==> src/rtl/serial_digit_adder_pkg.sv <==
// ---------------------------------------------------------------------------
// serial_digit_adder_pkg
//   Shared definitions for the digit-serial adder/subtractor: controller state
//   encoding and a helper that sizes the digit counter.
// ---------------------------------------------------------------------------
package serial_digit_adder_pkg;

   // Encoding values are kept identical to the legacy include file so that
   // waveform decoders and any external state probes remain valid.
   typedef enum logic [1:0] {
      ST_IDLE = 2'd0,
      ST_RUN  = 2'd1,
      ST_DONE = 2'd2
   } state_t;

   // One extra bit over $clog2(n) so the counter can step past the last digit
   // index without wrapping, which also keeps n == 1 at a legal 1-bit width.
   function automatic int unsigned cnt_width(input int unsigned n);
      return $clog2(n) + 1;
   endfunction

endpackage

==> src/rtl/serial_digit_adder_digit.sv <==
// ---------------------------------------------------------------------------
// digit_adder
//   Combinational DIGIT-bit adder slice used by serial_digit_adder.
//   Ports:
//     a, b      in  DIGIT  digit operands
//     ci        in  1      carry into bit 0
//     s         out DIGIT  digit sum
//     co        out 1      carry out of bit DIGIT-1
//     c_msb_in  out 1      carry into bit DIGIT-1 (for signed overflow)
// ---------------------------------------------------------------------------
module digit_adder #(
   parameter int unsigned DIGIT = 4
) (
   input  logic [DIGIT-1:0] a,
   input  logic [DIGIT-1:0] b,
   input  logic             ci,
   output logic [DIGIT-1:0] s,
   output logic             co,
   output logic             c_msb_in
);

   logic [DIGIT:0] full;

   // The full-adder ripple is written as a single DIGIT+1 bit add; the carry
   // into the top bit is recovered from sum = a ^ b ^ carry_in at that bit.
   assign full     = {1'b0, a} + {1'b0, b} + {{DIGIT{1'b0}}, ci};
   assign s        = full[DIGIT-1:0];
   assign co       = full[DIGIT];
   assign c_msb_in = full[DIGIT-1] ^ a[DIGIT-1] ^ b[DIGIT-1];

endmodule

==> src/rtl/serial_digit_adder.sv <==
// ---------------------------------------------------------------------------
// serial_digit_adder
//   Multi-cycle WIDTH-bit adder/subtractor that processes DIGIT bits per
//   clock, carrying between digits in a register. Operands are captured on an
//   accepted start; the result is flagged by a one-cycle done pulse and then
//   held until the next accepted start.
//   Ports:
//     clk    in   1      rising-edge clock
//     rst    in   1      synchronous active-high reset
//     start  in   1      request, sampled only while busy == 0
//     sub    in   1      0: a+b+cin, 1: a-b (as a+~b+1, cin ignored)
//     a, b   in   WIDTH  operands, captured on accept
//     cin    in   1      carry-in, captured on accept (add mode only)
//     busy   out  1      digits being processed
//     done   out  1      one-cycle pulse, result valid
//     sum    out  WIDTH  result modulo 2^WIDTH
//     cout   out  1      carry out of the MSB (sub: 1 = no borrow)
//     ovf    out  1      two's-complement signed overflow
// ---------------------------------------------------------------------------
module serial_digit_adder
   import serial_digit_adder_pkg::*;
#(
   parameter int unsigned WIDTH = 16,
   parameter int unsigned DIGIT = 4
) (
   input  logic             clk,
   input  logic             rst,
   input  logic             start,
   input  logic             sub,
   input  logic [WIDTH-1:0] a,
   input  logic [WIDTH-1:0] b,
   input  logic             cin,
   output logic             busy,
   output logic             done,
   output logic [WIDTH-1:0] sum,
   output logic             cout,
   output logic             ovf
);

   localparam int unsigned N  = WIDTH / DIGIT;
   localparam int unsigned CW = cnt_width(N);

   if ((DIGIT < 1) || (DIGIT > WIDTH) || ((WIDTH % DIGIT) != 0)) begin : g_param_check
      $error("serial_digit_adder: WIDTH (%0d) must be a positive multiple of DIGIT (%0d)",
             WIDTH, DIGIT);
   end

   state_t           state_q;
   state_t           state_d;
   logic [CW-1:0]    cnt_q;
   logic [WIDTH-1:0] a_q;
   logic [WIDTH-1:0] b_q;
   logic             carry_q;
   logic [WIDTH-1:0] sum_q;
   logic             cout_q;
   logic             ovf_q;

   logic             accept;
   logic             last;
   logic [31:0]      base;
   logic [DIGIT-1:0] dig_a;
   logic [DIGIT-1:0] dig_b;
   logic [DIGIT-1:0] dig_s;
   logic             dig_co;
   logic             dig_msb_in;

   // Start is only honoured outside RUN, i.e. in IDLE or in the DONE cycle.
   assign accept = start && (state_q != ST_RUN);
   assign last   = (cnt_q == CW'(N - 1));
   assign base   = 32'(cnt_q) * DIGIT;

   // Digit select; only meaningful while in RUN, when cnt_q < N.
   always_comb begin
      dig_a = '0;
      dig_b = '0;
      if (state_q == ST_RUN) begin
         dig_a = a_q[base +: DIGIT];
         dig_b = b_q[base +: DIGIT];
      end
   end

   digit_adder #(
      .DIGIT (DIGIT)
   ) u_digit (
      .a        (dig_a),
      .b        (dig_b),
      .ci       (carry_q),
      .s        (dig_s),
      .co       (dig_co),
      .c_msb_in (dig_msb_in)
   );

   always_comb begin
      state_d = state_q;
      unique case (state_q)
         ST_IDLE: if (accept) state_d = ST_RUN;
         ST_RUN:  if (last)   state_d = ST_DONE;
         ST_DONE: state_d = accept ? ST_RUN : ST_IDLE;
         default: state_d = ST_IDLE;
      endcase
   end

   always_ff @(posedge clk) begin
      if (rst) begin
         state_q <= ST_IDLE;
         cnt_q   <= '0;
         a_q     <= '0;
         b_q     <= '0;
         carry_q <= 1'b0;
         sum_q   <= '0;
         cout_q  <= 1'b0;
         ovf_q   <= 1'b0;
      end else begin
         state_q <= state_d;
         if (accept) begin
            // Subtraction is folded into the add path: a + ~b + 1.
            a_q     <= a;
            b_q     <= sub ? ~b : b;
            carry_q <= sub ? 1'b1 : cin;
            cnt_q   <= '0;
         end else if (state_q == ST_RUN) begin
            sum_q[base +: DIGIT] <= dig_s;
            carry_q              <= dig_co;
            cnt_q                <= cnt_q + 1'b1;
            if (last) begin
               cout_q <= dig_co;
               ovf_q  <= dig_msb_in ^ dig_co;
            end
         end
      end
   end

   assign busy = (state_q == ST_RUN);
   assign done = (state_q == ST_DONE);
   assign sum  = sum_q;
   assign cout = cout_q;
   assign ovf  = ovf_q;

endmodule

==> config.mk <==
export PLATFORM = sky130hd
export DESIGN_NAME = serial_digit_adder
export DESIGN_NICKNAME = d
export VERILOG_FILES = /design/src/rtl/serial_digit_adder_pkg.sv /design/src/rtl/serial_digit_adder_digit.sv /design/src/rtl/serial_digit_adder.sv
export SDC_FILE = /design/constraint.sdc
export NUM_CORES = 1
export LEC_CHECK = 0
export CORE_UTILIZATION = 40
export DETAILED_ROUTE_END_ITERATION = 6
export PLACE_DENSITY = 0.63
export SYNTH_ARGS = -nofsm -noshare
export SYNTH_HDL_FRONTEND = slang
export SYNTH_SLANG_ARGS = --single-unit
==> constraint.sdc <==
create_clock -name clk -period 4.3 [get_ports clk]
set_clock_uncertainty 0.15 [all_clocks]
set_input_delay 1.075 -clock clk [delete_from_list [all_inputs] [get_ports clk]]
set_output_delay 1.075 -clock clk [all_outputs]
set_load 0.02 [all_outputs]
==> metrics, run 1 <==
Via-to-Cell Ratio=4.98; die width=86.5 µm; sequential power share=0.538; # DRC=0; first-pass GRT wire length=10600 µm; largest net degree at the start of global routing=49; Clk pwr share=0.284; syn_nets=368; drt pass-1 iters=6; CP Launch Type=flip-flop; total grt overflow=0; cell area after synthesis=2850 µm²; Worst EP required=4.36 ns; outcome=finished clean; area occupied by multi-input gates=1600 µm²; DIE AREA=7470 µm²; Die H=86.5 µm; Port-buffer cells=56; final setup TNS=0 ns; ys flop type=dfxtp_1; post-synthesis sequential area ratio=0.393; Synth Register Bits=56; crit path from=cnt_q[0]; fillers=682; Core Rows=30; Worst R2R End=ovf; Worst EP arrival=3.45 ns; largest cells by area after synthesis=dfxtp_1 39%, mux4_2 7.1%, nor2_1 5.8%, nand2_1 5.7%, a21oi_1 5.3%; minimum clock period=3.39 ns; Boundary Pins=57; Mapped Cells=319; Comb power frac=0.178; Peak VDD IR=118 µV; number of cells after detailed placement=451; Max Fclk=0.295 GHz; worst skew pair latency=0.31 ns; warnings from Yosys=0; Clock transition at path regs=0.10 ns; CP Class=flip-flop to flip-flop; # hold bufs at CTS=0; total power=1.05 mW; Synth-to-Final Area Change=23.8%; Final Hold Viols=0; Async SR Flop Fraction=0; postcts setup bufs=0; Core Region=6830 µm²; Ant. Diodes=0; Reg2Reg Depth=9; max_slew headroom=0.451; clock tree from TritonCTS=built; number of synthesized flops with an enable pin=0; switch share=0.266; register area=1120 µm²; fin crit share=0.789; final hold slack=0.306 ns; GPL Wtd Cong=0.800; CP max FO=10; crit end category=flip-flop; WL per Instance=12.7 µm; H-Tree Depth=2; initial antenna violation count=0; Post-Route Utilization=0.517; clock buffer count from CTS=5; unrepaired setup endpoints after global routing=false; Synth area leader=dfxtp_1; fin nets=411; post-synthesis cell type count=40; Setup-failing EPs final=0; max-slew violation count=0; Pwr Density=298 nW/µm²; Pleak=1.34 nW; deepest clock path buffer count=2; CTS root buf=clkbuf_8; HP Class=flip-flop to flip-flop; MaxCap Viol Count=0; Synth top area share=0.393; Int Pwr=772 µW; Final Non-Filler Cells=459; iteration-0 DRC count of the detailed router=151; syn_area_per_cell=8.94 µm²; Sw Pwr=279 µW; routed via count=2286; layout cells sized above 1=0.0771; HPWL Detailed=4400 µm; GRT Total Usage=0.179; Initial Utilization=0.418; Critical Path End=ovf; Routed WL=5840 µm; Critical R2R Launch=cnt_q[0]; Worst Tran Pin Value=0.820 ns; post_cts resized=0; remaining antenna violation count=0; clock sink count=56; number of global-route vias before repair=2210; slack of the worst reg-to-reg path=0.91 ns
metrics by stage:
step,setup slack (ns),area (µm²)
6_report,0.908,3530
5_1_grt,0.717,3530
4_1_cts,0.900,3530
3_5_place_dp,0.931,3440
3_3_place_gp,0.949,3440
2_1_floorplan,1.13,2850
routing by layer:
metal	routed length, µm	global-route usage	vias to the layer above
met5	0	0	-
li1	-	-	1202
met4	89	0.0606	0
met1	2940	0.253	1038
met3	187	0.0286	7
met2	2620	0.278	39
sequential cells by signal, summed over array words and instances (netlist names):
name	flops
ovf	1
cout	1
carry_q	1
cnt_q	3
b_q	16
state_q	2
a_q	16
sum	16
synthesized netlist by cell type (3+ instances only):
library cell and instances:
a211oi_1 17, a21oi_1 30, a22oi_1 4, and3_1 10
buf_2 9, clkbuf_1 11, dfxtp_1 56, ha_1 10
inv_1 3, mux2i_1 4, mux4_2 9, nand2_1 43
nand3_1 9, nand4_1 4, nor2_1 44, nor3_1 6
xnor2_1 16, xor2_1 6
power groups by stage:
stage | clock, mW | sequential [mW] | combinational, mW
after floorplan | 0 | 0.570 | 0.133
after global placement | 0 | 0.577 | 0.187
after detailed placement | 0 | 0.578 | 0.189
after CTS | 0.307 | 0.566 | 0.189
after global routing | 0.327 | 0.570 | 0.211
final | 0.298 | 0.565 | 0.188
worst max-delay path, cell delays in order, from the launching register on:
cell and delay (ns):
dfxtp_1 0.64, mux4_2 0.56, and3_1 0.21, fa_1 0.49, fa_1 0.47, nand4b_1 0.12, nor2_1 0.07, a2111oi_4 0.32
a21oi_1 0.11, nand3b_1 0.15
cell families (layout without fill, tap and decap cells):
| family | Yosys count | after routing | synth area share |
|---|---|---|---|
| AOI/OAI and AO/OA | 59 | 59 | 0.140 |
| and+or+nand+nor | 129 | 129 | 0.209 |
| DFF | 56 | 56 | 0.393 |
| adders and majority gates | 12 | 12 | 0.0579 |
| xor gates and xnor gates | 22 | 22 | 0.0675 |
| muxes | 13 | 13 | 0.0851 |
| buffers and inverters | 28 | 72 | 0.0474 |
layout by cell type (no fill, tap or decap), types with 2 or more instances in the layout:
cell type | netlist | layout
nor2_2 | 1 | 2
nand2_1 | 43 | 43
inv_1 | 3 | 3
a22oi_1 | 4 | 4
inv_2 | 2 | 2
mux2i_1 | 4 | 4
nand4_1 | 4 | 4
mux4_2 | 9 | 9
xnor2_1 | 16 | 16
a21oi_1 | 30 | 30
buf_4 | 1 | 3
ha_1 | 10 | 10
xor2_1 | 6 | 6
dfxtp_1 | 56 | 56
and3_1 | 10 | 10
fa_1 | 2 | 2
nor2_1 | 44 | 43
clkdlybuf4s50_1 | 0 | 55
nor4_1 | 2 | 2
clkbuf_8 | 0 | 6
nor3_1 | 6 | 6
nand4b_1 | 2 | 2
nand3_1 | 9 | 9
a211oi_1 | 17 | 17
a31oi_1 | 2 | 2
how the worst min path moves through the flow:
stage                     startpoint  endpoint  depth (start not counted)
final                        sum[13]   sum[13]                          2
after global routing         sum[13]   sum[13]                          2
after CTS                    a_q[13]   a_q[13]                          2
after detailed placement     a_q[13]   a_q[13]                          2
after global placement       sum[13]   sum[13]                          2
after floorplan              a_q[10]   a_q[10]                          2
final cells by class:
type / count / share of cell area
clock buffer: 7 / 0.0245
tap: 96 / 0.0340
timing repair buffer: 59 / 0.164
multi-input combinational: 235 / 0.453
inverter: 5 / 0.00532
sequential: 56 / 0.318
clock inverter: 1 / 0.00213
No activity file was read; power rests on OpenSTA's default activity.
==> run 2, diff against run 1 <==
Clock period 4.3 ns to 3.3 ns, I/O delays scaled along.
==> run 2 against run 1 <==
First-iteration DRC count down 37%. Global-route usage fell by 0.17 points. Clock power is 31% higher. Hold slack got worse by 0.00087 ns. Via count rose by 3.0%. Sequential power increased by 30%. Critical path depth did not move. Sequential cell count unchanged. Die area unchanged. Critical path type unchanged. Critical endpoint unchanged. Largest cell class unchanged.
==> metrics, run 2 (synthesized netlist as in run 1, its figures left out) <==
outcome=finished clean; max-slew violation count=0; Port-buffer cells=56; crit end category=flip-flop; Reg2Reg Depth=9; fin nets=417; worst skew pair latency=0.31 ns; clock buffer count from CTS=5; drt pass-1 iters=4; Post-Route Utilization=0.523; # DRC=0; remaining antenna violation count=0; commonest cells after routing, fill and taps aside=55 x dfxtp_1, 55 x clkdlybuf4s50_1, 43 x nand2_1, 43 x nor2_1, 30 x a21oi_1; H-Tree Depth=2; Critical R2R Launch=cnt_q[1]; initial antenna violation count=0; minimum clock period=3.14 ns; CP Class=flip-flop to flip-flop; Setup-failing EPs final=0; crit path from=cnt_q[1]; Boundary Pins=57; number of global-route vias before repair=2252; die width=86.5 µm; Peak VDD IR=181 µV; Core Rows=30; fin crit share=0.951; Critical Path End=ovf; total power=1.38 mW; CTS root buf=clkbuf_8; CP max FO=8; layout cells sized above 1=0.0921; Worst R2R End=ovf; clock tree from TritonCTS=built; largest net degree at the start of global routing=49; Die H=86.5 µm; iteration-0 DRC count of the detailed router=95; routed via count=2354; Max Fclk=0.319 GHz; Core Region=6830 µm²; slack of the worst reg-to-reg path=0.16 ns; MaxCap Viol Count=0; Pwr Density=387 nW/µm²; Routed WL=6180 µm; Via-to-Cell Ratio=5.06; Clock transition at path regs=0.10 ns; # hold bufs at CTS=0; GRT Total Usage=0.177; number of cells after detailed placement=457; Initial Utilization=0.418; HPWL Detailed=4650 µm; max_slew headroom=0.577; Final Non-Filler Cells=465; total grt overflow=0; Worst Tran Pin Value=0.635 ns; pre-CTS WS=0.0561 ns; fillers=674; Worst EP required=3.36 ns; Ant. Diodes=0; Worst EP arrival=3.19 ns; first-pass GRT wire length=10500 µm; DIE AREA=7470 µm²; Pleak=1.37 nW; WL per Instance=13.3 µm; unrepaired setup endpoints after global routing=false; HP Class=flip-flop to flip-flop; deepest clock path buffer count=2; final setup TNS=0 ns; CP Launch Type=flip-flop; Final Worst Setup Slack=0.162 ns; Final Hold Viols=0; clock sink count=56; GPL Wtd Cong=0.791; Synth-to-Final Area Change=25.4%
run 2: changes by cell type in the layout (fill, tap and decap cells not counted):
cell,previous run,this run
dfxtp_1,56,55
clkbuf_1,1,2
clkinvlp_4,1,0
dfxtp_4,0,1
buf_4,3,9
run 2: worst min-delay path by stage:
stage | startpoint | to | slack [ns] | cells after the start
after floorplan | a_q[10] | a_q[10] | 0.28 | 2
after global placement | sum[13] | sum[13] | 0.29 | 2
after detailed placement | sum[13] | sum[13] | 0.29 | 2
after CTS | sum[13] | sum[13] | 0.31 | 2
after global routing | sum[13] | sum[13] | 0.33 | 2
final | sum[13] | sum[13] | 0.31 | 2
run 2: repair_timing:
item                       4_1_cts  5_1_grt
setup endpoints to repair        0        2
buffers inserted                 0        0
resized for setup                0        2
run 2: report_power, final:
group / internal, mW / switching, mW
sequential: 0.710 / 0.0243
clock: 0.172 / 0.219
combinational: 0.131 / 0.127
run 2: cell type report:
cell class | instances | area [µm²] | area share
multi-input cells | 235 | 1600 | 0.447
repair buffers | 65 | 623 | 0.174
flip-flops and latches | 56 | 1120 | 0.315
well taps | 96 | 120 | 0.0336
clock buffers | 8 | 90.1 | 0.0252
inverters | 5 | 18.8 | 0.00525
run 2: worst max-delay path, stage by stage (launching register included):
cell and delay [ns]:
dfxtp_1 0.56, mux4_2 0.35, and3_1 0.21, fa_1 0.49
fa_1 0.48, nand4b_1 0.12, nor2_1 0.08, a2111oi_4 0.32
a21oi_1 0.11, nand3b_1 0.15
run 2: routing by layer:
metal  share of wire  track usage  vias to the layer above
li1                -            -                     1214
met1            0.49        0.229                     1090
met2            0.48        0.308                       45
met3           0.026       0.0314                        5
met4          0.0061       0.0424                        0
met5               0            0                        -
run 2: through the flow:
step / hold slack (ns) / area (µm²)
floorplan: 0.283 / 2850
CTS: 0.307 / 3570
global route: 0.330 / 3580
global placement: 0.294 / 3480
finish: 0.305 / 3580
detailed placement: 0.292 / 3480
